[src/rtl/gci_std_display_pkg.sv]
// Shared encodings for the display VRAM arbiter: FSM state codes and the
// command RW polarity used on both master and memory ports.
package gci_std_display_pkg;

  localparam logic [1:0] L_PARAM_ST_IDLE   = 2'd0;
  localparam logic [1:0] L_PARAM_ST_GRANT0 = 2'd1;
  localparam logic [1:0] L_PARAM_ST_GRANT1 = 2'd2;
  localparam logic [1:0] L_PARAM_ST_DRAIN  = 2'd3;

  localparam logic L_PARAM_RW_WRITE = 1'b1;
  localparam logic L_PARAM_RW_READ  = 1'b0;

  typedef enum logic [1:0] {
    ST_IDLE   = L_PARAM_ST_IDLE,
    ST_GRANT0 = L_PARAM_ST_GRANT0,
    ST_GRANT1 = L_PARAM_ST_GRANT1,
    ST_DRAIN  = L_PARAM_ST_DRAIN
  } arbit_state_t;

endpackage

[src/rtl/gci_std_display_vram_arbiter_rr_pick.sv]
// Two-way round-robin pick: on a tie the master that was not granted last wins.
module gci_std_display_vram_rr_pick (
  input  logic [1:0] iREQ,
  input  logic       iLAST,
  output logic       oGRANT,
  output logic       oVALID
);

  always_comb begin
    oVALID = |iREQ;
    if (&iREQ) begin
      oGRANT = ~iLAST;
    end else begin
      oGRANT = iREQ[1];
    end
  end

endmodule

[src/rtl/gci_std_display_vram_arbiter.sv]
// VRAM port arbiter: grants one of two masters, muxes its commands onto the
// memory port and keeps ownership until all of its reads have returned.
module gci_std_display_vram_arbiter
  import gci_std_display_pkg::*;
#(
  parameter int P_MEM_ADDR_N = 19,
  parameter int P_OUTST_N    = 4
)(
  input  logic                    iCLOCK,
  input  logic                    inRESET,
  input  logic                    iRESET_SYNC,
  input  logic                    iM0_ARBIT_REQ,
  output logic                    oM0_ARBIT_ACK,
  input  logic                    iM0_ARBIT_FINISH,
  input  logic                    iM0_ENA,
  output logic                    oM0_BUSY,
  input  logic                    iM0_RW,
  input  logic [P_MEM_ADDR_N-1:0] iM0_ADDR,
  input  logic [31:0]             iM0_DATA,
  output logic                    oM0_VALID,
  input  logic                    iM0_BUSY,
  output logic [31:0]             oM0_DATA,
  input  logic                    iM1_ARBIT_REQ,
  output logic                    oM1_ARBIT_ACK,
  input  logic                    iM1_ARBIT_FINISH,
  input  logic                    iM1_ENA,
  output logic                    oM1_BUSY,
  input  logic                    iM1_RW,
  input  logic [P_MEM_ADDR_N-1:0] iM1_ADDR,
  input  logic [31:0]             iM1_DATA,
  output logic                    oM1_VALID,
  input  logic                    iM1_BUSY,
  output logic [31:0]             oM1_DATA,
  output logic                    oMEM_ENA,
  output logic                    oMEM_RW,
  output logic [P_MEM_ADDR_N-1:0] oMEM_ADDR,
  output logic [31:0]             oMEM_DATA,
  input  logic                    iMEM_BUSY,
  input  logic                    iMEM_VALID,
  input  logic [31:0]             iMEM_DATA,
  output logic                    oMEM_BUSY
);

  arbit_state_t         bState;
  logic                 bOwner;
  logic                 bLast;
  logic                 bAck0;
  logic                 bAck1;
  logic [P_OUTST_N-1:0] bOutst;
  logic [P_OUTST_N-1:0] outstNext;

  logic pickGrant, pickValid;
  logic grant0, grant1, outstFull, outstZero;
  logic selEna, selRw, readStall, incr, decr, finish;

  gci_std_display_vram_rr_pick uPick (
    .iREQ   ({iM1_ARBIT_REQ, iM0_ARBIT_REQ}),
    .iLAST  (bLast),
    .oGRANT (pickGrant),
    .oVALID (pickValid)
  );

  assign grant0    = (bState == ST_GRANT0);
  assign grant1    = (bState == ST_GRANT1);
  assign outstFull = &bOutst;
  assign outstZero = (bOutst == '0);

  always_comb begin
    selEna    = 1'b0;
    selRw     = L_PARAM_RW_READ;
    oMEM_ADDR = iM0_ADDR;
    oMEM_DATA = iM0_DATA;
    if (grant1) begin
      selEna    = iM1_ENA;
      selRw     = iM1_RW;
      oMEM_ADDR = iM1_ADDR;
      oMEM_DATA = iM1_DATA;
    end else if (grant0) begin
      selEna    = iM0_ENA;
      selRw     = iM0_RW;
    end
  end

  // A full counter stalls only reads; writes keep flowing.
  assign readStall = (selRw == L_PARAM_RW_READ) & outstFull;
  assign oMEM_ENA  = selEna & ~readStall;
  assign oMEM_RW   = selRw;
  assign oM0_BUSY  = grant0 ? (iMEM_BUSY | readStall) : 1'b1;
  assign oM1_BUSY  = grant1 ? (iMEM_BUSY | readStall) : 1'b1;

  assign oMEM_BUSY = ~outstZero & (bOwner ? iM1_BUSY : iM0_BUSY);
  assign oM0_VALID = iMEM_VALID & ~outstZero & ~bOwner;
  assign oM1_VALID = iMEM_VALID & ~outstZero & bOwner;
  assign oM0_DATA  = iMEM_DATA;
  assign oM1_DATA  = iMEM_DATA;

  assign incr   = oMEM_ENA & ~iMEM_BUSY & (selRw == L_PARAM_RW_READ);
  assign decr   = iMEM_VALID & ~outstZero & ~oMEM_BUSY;
  assign finish = (grant0 & iM0_ARBIT_FINISH) | (grant1 & iM1_ARBIT_FINISH);

  always_comb begin
    case ({incr, decr})
      2'b10:   outstNext = bOutst + 1'b1;
      2'b01:   outstNext = bOutst - 1'b1;
      default: outstNext = bOutst;
    endcase
  end

  assign oM0_ARBIT_ACK = bAck0;
  assign oM1_ARBIT_ACK = bAck1;

  always_ff @(posedge iCLOCK or negedge inRESET) begin
    if (!inRESET) begin
      bState <= ST_IDLE;
      bOwner <= 1'b0;
      bLast  <= 1'b1;
      bAck0  <= 1'b0;
      bAck1  <= 1'b0;
      bOutst <= '0;
    end else if (iRESET_SYNC) begin
      bState <= ST_IDLE;
      bOwner <= 1'b0;
      bLast  <= 1'b1;
      bAck0  <= 1'b0;
      bAck1  <= 1'b0;
      bOutst <= '0;
    end else begin
      bOutst <= outstNext;
      bAck0  <= 1'b0;
      bAck1  <= 1'b0;
      case (bState)
        ST_IDLE: begin
          if (pickValid) begin
            bState <= pickGrant ? ST_GRANT1 : ST_GRANT0;
            bOwner <= pickGrant;
            bLast  <= pickGrant;
            bAck0  <= ~pickGrant;
            bAck1  <= pickGrant;
          end
        end
        ST_GRANT0, ST_GRANT1: begin
          if (finish) begin
            bState <= (outstNext == '0) ? ST_IDLE : ST_DRAIN;
          end
        end
        ST_DRAIN: begin
          if (outstNext == '0) begin
            bState <= ST_IDLE;
          end
        end
        default: bState <= ST_IDLE;
      endcase
    end
  end

endmodule

[config.mk]
export PLATFORM = sky130hd
export DESIGN_NAME = gci_std_display_vram_arbiter
export DESIGN_NICKNAME = d
export VERILOG_FILES = /design/src/rtl/gci_std_display_pkg.sv /design/src/rtl/gci_std_display_vram_arbiter_rr_pick.sv /design/src/rtl/gci_std_display_vram_arbiter.sv
export SDC_FILE = /design/constraint.sdc
export NUM_CORES = 1
export LEC_CHECK = 0
export CAP_MARGIN = 20
export CELL_PAD_IN_SITES_DETAIL_PLACEMENT = 0
export CELL_PAD_IN_SITES_GLOBAL_PLACEMENT = 1
export CORE_MARGIN = 4
export CORE_UTILIZATION = 15
export DETAILED_ROUTE_END_ITERATION = 8
export PLACE_DENSITY_LB_ADDON = 0.25
export SETUP_SLACK_MARGIN = 0.1
export SYNTH_ARGS = -nofsm -noshare
export SYNTH_HDL_FRONTEND = slang
export SYNTH_SLANG_ARGS = --single-unit
[constraint.sdc]
create_clock -name iCLOCK -period 4.3 [get_ports iCLOCK]
set_clock_uncertainty 0.2 [all_clocks]
set_input_delay 0.645 -clock iCLOCK [delete_from_list [all_inputs] [get_ports iCLOCK]]
set_output_delay 0.645 -clock iCLOCK [all_outputs]
set_load 0.1 [all_outputs]
==> impl_metrics.py, run 1 <==
metrics = {
    "global_route": {
        "grt_pass1_wl_um": 11800,
        "track_usage_pct": 10.1,
        "grt_max_degree": 43,
        "overflow": 0,
        "grt_pass1_vias": 1968,
        "antenna_found_initial": 0,
    },
    "sta": {
        "hold_viol": 0,
        "fin_tns_setup_ps": 0,
        "max_freq_ghz": 0.273,
        "drv_slew": 0,
        "relSlewSlack_pct": 34.2,
        "rsz0062_at_grt": "false",
        "fin_ws_ps": 637,
        "setup_viol": 0,
        "holdWs_ps": 373,
        "worst-slew-pin-transition_ps": 984,
        "period_needed_ps": 3660,
        "period_share_pct": 85.2,
    },
    "logic_synthesis": {
        "synth_cell_types": 41,
        "ys_warn_count": 0,
        "synth-seq-area-share_pct": 12.8,
        "syn-num-nets": 384,
        "synthFlopType": "dfrtp_1",
        "synth_cells": 227,
        "ys_async_sr_fraction_pct": 100,
        "synth_top_area_share_pct": 29.9,
        "synth.avg_cell_area_sq_um": 8.63,
        "synth.area.top_cells": "mux2_2 (30%), buf_4 (25%), dfrtp_1 (11%)",
        "ys_ff_latch": 10,
        "yosysTopAreaCell": "mux2_2",
        "synth_enable_flop_cells": 0,
        "mappedNetlistArea_sq_um": 1960,
    },
    "route": {
        "wirelength_um": 8700,
        "wire_per_inst_um": 17.2,
        "avgViaCountPerCell": 3.83,
        "drtIter0Drc": 66,
        "vias": 1938,
        "ant_nets": 0,
        "drt_drc_violations_left": 0,
        "dr.pass1.iters": 4,
    },
    "place": {
        "place_ws_ps": 454,
        "port_buffers": 176,
        "postPlaceCellArea_sq_um": 3270,
        "place_congestion": 0.789,
        "dp_hpwl_um": 7460,
    },
    "cts": {
        "cts_setup_buffers": 0,
        "cts-hold-fix-buffers": 0,
        "cts_resized": 0,
        "cts_root_buf": "clkbuf_16",
        "worstSkewPairLatency_ps": 230,
        "htree_levels": 1,
        "cts_tree": "built",
        "cts_made_buffers": 3,
        "clkSlewWorstSetupHoldPaths_ps": 40,
        "cts_max_path_buffers": 2,
        "clock_sinks": 10,
    },
    "critical_path": {
        "crit_path_max_incr_delay_ps": 430,
        "cp-end-kind": "flop",
        "cp_cell_sequence": "inv_1 > ha_2 > nand2_1 > o21ai_2 > nor2_1 > nor2_1 > nand2_1 > ha_1 > ha_1 > nor4b_2 > a221oi_1 > a211o_1 > a31o_1 > o22ai_1",
        "worstReg2RegEnd": "bState[0]$_DFFE_PN0P_",
        "critPathKind": "flop to flop",
        "r2r_start": "bState[0]$_DFFE_PN0P_",
        "cp_num_buf_inv": 1,
        "slowest_stage": "ha_2",
        "cp-start-kind": "flop",
        "crit_family": "adder cells",
        "rrSetupSlack_ps": 640,
        "r2r_cells": 14,
        "crit_required_ps": 4250,
        "critical_path_arrival_ps": 3620,
        "startpoint": "bState[0]$_DFFE_PN0P_",
        "cp_max_fo": 16,
    },
    "finish": {
        "nets": 492,
        "drive_gt1_share_pct": 37.4,
        "final_cell_area_sq_um": 3360,
        "final_cell_mix": "clkdlybuf4s50_1 (118), buf_4 (59), mux2_2 (52)",
        "diodes": 0,
        "syn2layout_area_growth_pct": 71.4,
        "final_common_cell": "clkdlybuf4s50_1",
    },
    "power": {
        "p_clk_share_pct": 8.1,
        "leakage_nw": 1.34,
        "combPwrFrac_pct": 85.8,
        "power_mw": 2.28,
        "switchingPower_mw": 1.50,
        "swShare_pct": 65.9,
        "p_per_area_nw_per_um2": 679,
        "p_int_mw": 0.777,
        "ir_drop_mv": 0.204,
        "p_seq_share_pct": 6.1,
    },
    "die": {
        "num_io_pins": 273,
        "rows": 41,
        "die_h_um": 122,
        "core_sq_um": 12700,
        "die_w_um": 122,
        "start_util_pct": 15.4,
        "dieArea_sq_um": 15000,
    },
    "hold_path": {
        "min_from": "bLast$_DFFE_PN1P_",
        "hp-class": "flop to flop",
        "whs_endpoint": "oM0_ARBIT_ACK$_DFF_PN0_",
        "worstHoldPathCells": 2,
    },
    "status": {
        "status": "complete, no violations",
    },
    "flow_run": {
        "drv_cap": 0,
    },
}
[state kept, by name, indices dropped and copies added (netlist names)]
name	cells
bLast	1
oM1_ARBIT_ACK	1
bOutst	4
oM0_ARBIT_ACK	1
bState	2
bOwner	1
[worst min-delay path, delay by kind of cell (launching register included)]
family | cells | cell delay (ps)
AND/OR/NAND/NOR | 2 | 160
flip-flops | 1 | 370
[through the flow]
stage	instances	utilization, %
finish	506	26.4
global route	506	26.4
CTS	506	26.4
detailed placement	502	25.7
global placement	502	25.7
floorplan	227	-
[cell families after synthesis]
family	share of synthesized area, %
DFF	12.8
xor gates and xnor gates	1.34
and+or+nand+nor	11.4
AOI/OAI and AO/OA	9.83
buffers and inverters	28.7
muxes	30.4
adders and majority gates	5.49
[power by group through the flow]
stage / clock (mW) / sequential, mW / combinational [mW]
3_5_place_dp: 0 / 0.142 / 1.97
5_1_grt: 0.196 / 0.144 / 2.04
6_report: 0.184 / 0.140 / 1.96
4_1_cts: 0.189 / 0.141 / 1.98
3_3_place_gp: 0 / 0.142 / 1.98
2_1_floorplan: 0 / 0.157 / 1.79
[how the worst max path moves through the flow]
stage                                 end  slack (ps)  depth (start not counted)
floorplan           bState[0]$_DFFE_PN0P_         380                         14
global placement    bState[0]$_DFFE_PN0P_         550                         13
detailed placement  bState[0]$_DFFE_PN0P_         450                         13
CTS                 bState[0]$_DFFE_PN0P_         620                         14
global route        bState[1]$_DFFE_PN0P_         350                         14
finish              bState[0]$_DFFE_PN0P_         640                         14
[layout make-up]
class | count | area [sq um]
sequential | 10 | 251
clock buffer | 4 | 88.8
tap | 172 | 215
timing repair buffer | 177 | 1620
fill | 1407 | 9360
multi-input combinational | 136 | 1150
inverter | 7 | 26.3
[Yosys cell counts (2+ instances only)]
| cell | instances |
|---|---|
| o21ai_0 | 3 |
| mux2_2 | 52 |
| buf_4 | 64 |
| buf_1 | 3 |
| nand3_1 | 5 |
| ha_1 | 7 |
| a21oi_1 | 6 |
| nor3b_1 | 2 |
| a221oi_1 | 2 |
| inv_1 | 7 |
| a21oi_2 | 2 |
| a211oi_1 | 2 |
| dfrtp_1 | 9 |
| nand2_1 | 13 |
| xnor2_1 | 2 |
| clkbuf_1 | 3 |
| buf_2 | 2 |
| o22ai_1 | 2 |
| a311oi_1 | 2 |
| a211o_1 | 2 |
| nor2_1 | 15 |
| buf_6 | 2 |
| o21ai_1 | 2 |
[routing by layer]
layer	up-vias	GRT usage [%]	wire [um]
met2	110	16.5	4100
li1	942	-	-
met5	-	0	0
met3	10	3.55	979
met4	0	2.03	101
met1	876	13.0	3510
Power figures use the tool's default switching activity.
==> inputs of run 2 (changes only) <==
--- a/config.mk
+++ b/config.mk
@@ -10,6 +10,7 @@
 export CELL_PAD_IN_SITES_GLOBAL_PLACEMENT = 1
 export CORE_MARGIN = 4
 export CORE_UTILIZATION = 15
+export CTS_BUF_LIST = sky130_fd_sc_hd__clkbuf_4 sky130_fd_sc_hd__clkbuf_8 sky130_fd_sc_hd__clkbuf_16
 export DETAILED_ROUTE_END_ITERATION = 8
 export PLACE_DENSITY_LB_ADDON = 0.25
 export SETUP_SLACK_MARGIN = 0.1
==> results of run 2 <==
Final layout, timing and power as in run 1 (identical DEF).
==> inputs of run 3 (changes only) <==
--- a/config.mk
+++ b/config.mk
@@ -5,6 +5,7 @@
 export SDC_FILE = /design/constraint.sdc
 export NUM_CORES = 1
 export LEC_CHECK = 0
+export ABC_CLOCK_PERIOD_IN_PS = 4300
 export CAP_MARGIN = 20
 export CELL_PAD_IN_SITES_DETAIL_PLACEMENT = 0
 export CELL_PAD_IN_SITES_GLOBAL_PLACEMENT = 1
==> results of run 3 <==
Final layout, timing and power as in run 1 (identical DEF).
